File: config.mk
export PLATFORM = sky130hd
export DESIGN_NAME = nba_merge_arbiter
export DESIGN_NICKNAME = d
export VERILOG_FILES = /design/src/rtl/nba_merge_arbiter.sv
export SDC_FILE = /design/constraint.sdc
export NUM_CORES = 1
export LEC_CHECK = 0
export ABC_AREA = 0
export CAP_MARGIN = 20
export CORE_UTILIZATION = 30
export DETAILED_ROUTE_END_ITERATION = 6
export SKIP_CTS_REPAIR_TIMING = 1
export SYNTH_ARGS = -nofsm -noshare
export SYNTH_HDL_FRONTEND = slang
export SYNTH_SLANG_ARGS = --single-unit
File: constraint.sdc
create_clock -name clk -period 2.55 [get_ports clk]
set_input_delay 0.765 -clock clk [delete_from_list [all_inputs] [get_ports clk]]
set_output_delay 0.765 -clock clk [all_outputs]
set_load 0.1 [all_outputs]
File: src/rtl/nba_merge_arbiter.sv
// Round-robin write arbiter that merges lane-masked writes into a shadow buffer and
// commits them to q at the end of an epoch. Optional sticky conflict flag: NBA_MERGE_CONFLICT_EN.
module nba_merge_arbiter #(
  parameter int NREQ = 2,
  parameter int LANE_W = 4,
  parameter int NLANES = 2,
  parameter logic [LANE_W*NLANES-1:0] RESET_VAL = '0
) (
  input  logic                     clk,
  input  logic                     rst_n,
  input  logic [NREQ-1:0]          req_valid,
  output logic [NREQ-1:0]          req_ready,
  input  logic [NREQ-1:0]          req_whole,
  input  logic [NREQ*NLANES-1:0]   req_mask,
  input  logic [NREQ*LANE_W*NLANES-1:0] req_data,
  input  logic                     commit,
  output logic [LANE_W*NLANES-1:0] q,
  output logic [NLANES-1:0]        pending,
  output logic                     busy,
  output logic                     commit_done,
  output logic                     conflict
);

  localparam int WIDTH = LANE_W * NLANES;
  localparam int RR_W  = (NREQ > 1) ? $clog2(NREQ) : 1;

  // Handshake: a write transfers on a rising edge where req_valid[i] & req_ready[i];
  // req_ready is combinational, one-hot or zero, and never set without req_valid.

  typedef enum logic [1:0] {
    S_IDLE  = 2'd0,
    S_ACCUM = 2'd1,
    S_FLUSH = 2'd2
  } state_t;

  state_t            state, state_next;
  logic [RR_W-1:0]   rr;
  logic [RR_W-1:0]   gnt_idx;
  logic              gnt_any;
  logic [WIDTH-1:0]  shadow;
  logic              sel_whole;
  logic [NLANES-1:0] sel_mask;
  logic [WIDTH-1:0]  sel_data;
  logic [NLANES-1:0] eff_mask;
  int                cand;

  // First valid requester at or above rr, wrapping.
  always_comb begin
    gnt_any   = 1'b0;
    gnt_idx   = '0;
    cand      = 0;
    req_ready = '0;
    if (rst_n && state != S_FLUSH) begin
      for (int off = 0; off < NREQ; off++) begin
        cand = (int'(rr) + off) % NREQ;
        if (!gnt_any && req_valid[cand]) begin
          gnt_any = 1'b1;
          gnt_idx = RR_W'(cand);
        end
      end
      if (gnt_any) req_ready[gnt_idx] = 1'b1;
    end
  end

  always_comb begin
    sel_whole = req_whole[gnt_idx];
    sel_mask  = req_mask[int'(gnt_idx)*NLANES +: NLANES];
    sel_data  = req_data[int'(gnt_idx)*WIDTH +: WIDTH];
    eff_mask  = sel_whole ? {NLANES{1'b1}} : sel_mask;
  end

  // Commit outranks ACCUM entry; FLUSH always lasts exactly one cycle.
  always_comb begin
    state_next = state;
    case (state)
      S_IDLE: begin
        if (commit) state_next = S_FLUSH;
        else if (gnt_any && (eff_mask != '0)) state_next = S_ACCUM;
      end
      S_ACCUM: if (commit) state_next = S_FLUSH;
      S_FLUSH: state_next = S_IDLE;
      default: state_next = S_IDLE;
    endcase
  end

  always_ff @(posedge clk) begin
    if (!rst_n) begin
      state       <= S_IDLE;
      rr          <= '0;
      shadow      <= '0;
      pending     <= '0;
      q           <= RESET_VAL;
      commit_done <= 1'b0;
    end else begin
      state       <= state_next;
      commit_done <= (state == S_FLUSH);
      if (state == S_FLUSH) begin
        for (int k = 0; k < NLANES; k++) begin
          if (pending[k]) q[k*LANE_W +: LANE_W] <= shadow[k*LANE_W +: LANE_W];
        end
        pending <= '0;
      end else if (gnt_any) begin
        for (int k = 0; k < NLANES; k++) begin
          if (eff_mask[k]) shadow[k*LANE_W +: LANE_W] <= sel_data[k*LANE_W +: LANE_W];
        end
        pending <= pending | eff_mask;
        rr      <= (int'(gnt_idx) == NREQ - 1) ? '0 : gnt_idx + 1'b1;
      end
    end
  end

  assign busy = (state != S_IDLE);

`ifdef NBA_MERGE_CONFLICT_EN
  logic saw_whole, saw_partial, conflict_r;

  always_ff @(posedge clk) begin
    if (!rst_n) begin
      saw_whole   <= 1'b0;
      saw_partial <= 1'b0;
      conflict_r  <= 1'b0;
    end else begin
      conflict_r <= conflict_r | (saw_whole & saw_partial);
      if (state == S_FLUSH) begin
        saw_whole   <= 1'b0;
        saw_partial <= 1'b0;
      end else if (gnt_any) begin
        if (sel_whole) saw_whole <= 1'b1;
        if (!sel_whole && (sel_mask != '0)) saw_partial <= 1'b1;
      end
    end
  end

  assign conflict = conflict_r;
`else
  assign conflict = 1'b0;
`endif

endmodule
==> flow_metrics.env <==
export IMPL_syn_area_per_cell_um2=9.33
export IMPL_cts_tree="built"
export IMPL_synth_seq_area_share=0.429
export IMPL_drt_initial_drc_count=29
export IMPL_yosysUniqueCellTypes=33
export IMPL_wl_per_cell_um=13.1
export IMPL_crit_slowest_cell="or2b_1"
export IMPL_p_sw_mw=0.250
export IMPL_hold_ws_ps=460
export IMPL_power_density_nw_per_um2=490
export IMPL_fin_ws_ps=19.0
export IMPL_seq_power_share=0.493
export IMPL_syn_area_um2=1030
export IMPL_drive_gt1_frac=0.287
export IMPL_wirelength_mm=2.63
export IMPL_worst_skew_pair_late_latency_ps=300
export IMPL_fin_crit_sh=0.993
export IMPL_intPower_mw=0.519
export IMPL_required_ps=1790
export IMPL_fin_tns_setup_ps=0
export IMPL_grt_start_max_net_pins=23
export IMPL_period_needed_ps=2530
export IMPL_drtAntennaViolNets=0
export IMPL_final_cell_mix="buf_4, clkdlybuf4s50_1, dfxtp_1"
export IMPL_seqCellArea_um2=440
export IMPL_start_util=0.325
export IMPL_netlist_instances=110
export IMPL_root_buffer="clkbuf_4"
export IMPL_syn_nets=137
export IMPL_dr_pass1_iters=4
export IMPL_fmax_mhz=395
export IMPL_leakage_nw=0.671
export IMPL_cts_made_buffers=3
export IMPL_antenna_found_initial=0
export IMPL_grt_pass1_vias=920
export IMPL_cp_top_family="simple AND/OR/NAND/NOR gates"
export IMPL_slew_viol_final=0
export IMPL_grt_util_all_layers=0.151
export IMPL_worstHoldPathType="reg2reg"
export IMPL_vias=976
export IMPL_final_common_cell="buf_4"
export IMPL_crit_arrival_ps=1770
export IMPL_reg2reg_slack_ps=870
export IMPL_setup_viol=0
export IMPL_cts_max_path_buffers=2
export IMPL_nets=186
export IMPL_swShare=0.326
export IMPL_drc=0
export IMPL_ir_worst_vdd_mv=0.220
export IMPL_clkSlewWorstSetupHoldPaths_ps=100
export IMPL_clock_sinks=22
export IMPL_ioPinCount=42
export IMPL_criticalPathCategory="in2out"
export IMPL_die_height_um=60.5
export IMPL_gp_congestion=0.699
export IMPL_port_buffers=40
export IMPL_fp_dieArea_um2=3660
export IMPL_pwr_share_comb=0.308
export IMPL_pre_cts_slack_ps=-396
export IMPL_cp_start_kind="primary input"
export IMPL_status="finished clean"
export IMPL_final_fill_count=323
export IMPL_grt_pass1_wl_mm=4.03
export IMPL_diodes=0
export IMPL_dieWidth_um=60.5
export IMPL_cp_max_fo=5
export IMPL_clock_power_share=0.199
export IMPL_multiInputGateArea_um2=541
export IMPL_cts_htree_levels=1
export IMPL_viasPerCell=4.86
export IMPL_hold_viol_final=0
export IMPL_drv_cap=0
export IMPL_design_core_area_um2=3150
export IMPL_critPathMaxStageDelay_ps=240
export IMPL_synth_warnings=0
export IMPL_finClkSkew_ps=11.0
export IMPL_crit_chain="dlymetal6s2s_1 -> nor2b_4 -> buf_4 -> or2b_1 -> and2_4 -> buf_12"
export IMPL_end_kind="output port"
export IMPL_critPathBufInv=3
export IMPL_dp_hpwl_mm=2.05
export IMPL_overflow=0
export IMPL_area_growth_pct=52.9
export IMPL_rows=20
export IMPL_synth_seq_cells=22
## registers in the layout, indices dropped and copies added, names as in the netlist
name and cells:
commit_done 1, pending 2, q 8, rr 1
shadow 8, state 2
## cell usage after synthesis (all sizes together)
| cell type | instances | area (um2) |
|---|---|---|
| dfxtp | 22 | 440 |
| nand2 | 10 | 37.5 |
| mux2i | 9 | 90.1 |
| a211oi | 8 | 70.1 |
| a21oi | 8 | 40.0 |
| a31oi | 8 | 50.1 |
| nand3 | 8 | 40.0 |
| buf | 7 | 42.5 |
| nor2 | 5 | 18.8 |
| inv | 3 | 11.3 |
| or4 | 3 | 30.0 |
| and2 | 2 | 12.5 |
| and3 | 2 | 17.5 |
| clkbuf | 2 | 7.51 |
| nor2b | 2 | 15.0 |
| nor3 | 2 | 10.0 |
| o41ai | 2 | 43.8 |
| a21o | 1 | 7.51 |
| conb | 1 | 3.75 |
| nor3b | 1 | 7.51 |
| o21a | 1 | 7.51 |
| o31a | 1 | 8.76 |
| or2 | 1 | 6.26 |
| or2b | 1 | 7.51 |
## power groups by stage
stage	clock (mW)	sequential, mW	combinational, mW
2_1_floorplan	0	0.419	0.115
3_3_place_gp	0	0.385	0.231
3_5_place_dp	0	0.387	0.234
4_1_cts	0.160	0.378	0.235
5_1_grt	0.174	0.382	0.250
6_report	0.153	0.379	0.237
## cells by family after synthesis
| logic type | Yosys count | share of synthesized area |
|---|---|---|
| other | 1 | 0.00366 |
| AND/OR/NAND/NOR | 37 | 0.198 |
| buffers and inverters | 12 | 0.0598 |
| flip-flops | 22 | 0.429 |
| multiplexers | 9 | 0.0878 |
| AO/OA/AOI/OAI | 29 | 0.222 |
## final timing paths
| path | end | startpoint | cells after the start |
|---|---|---|---|
| setup reg to reg | state[0]$_SDFFE_PN0P_ | state[1]$_SDFFE_PN0P_ | 6 |
| hold reg to reg | q[6]$_SDFFE_PN0P_ | q[6]$_SDFFE_PN0P_ | 2 |
| hold / removal | q[6]$_SDFFE_PN0P_ | q[6]$_SDFFE_PN0P_ | 2 |
| setup / recovery | req_ready[0] | req_valid[0] | 6 |
## per-stage QoR
step / instances / total power, mW / util / instance area (um2)
after floorplan: 110 / 0.533 / - / 1040
after global placement: 198 / 0.616 / 0.484 / 1530
after detailed placement: 198 / 0.621 / 0.484 / 1530
after CTS: 201 / 0.774 / 0.491 / 1550
after global routing: 201 / 0.805 / 0.498 / 1570
final: 201 / 0.769 / 0.498 / 1570
## area by class of cell
type                    count  share of cell area
inverters                   3             0.00957
clock buffers               3              0.0144
repair buffers             53               0.316
well taps                  44              0.0351
multi-input cells          76               0.344
flip-flops and latches     22               0.281
## metal layers
metal  vias to the layer above  global-route usage  share of wire
li1                        491                   -              -
met1                       443               0.172           0.46
met2                        36               0.267           0.47
met3                         6              0.0405          0.052
met4                         0              0.0649          0.019
met5                         -                   0              0
## worst register-to-register path, stage by stage (launching register included)
cell	delay [ps]
dfxtp_1	370
nor2b_1	270
buf_4	210
nor3_2	60
buf_4	170
and3_1	240
o31a_1	260
Power figures use the tool's default switching activity.
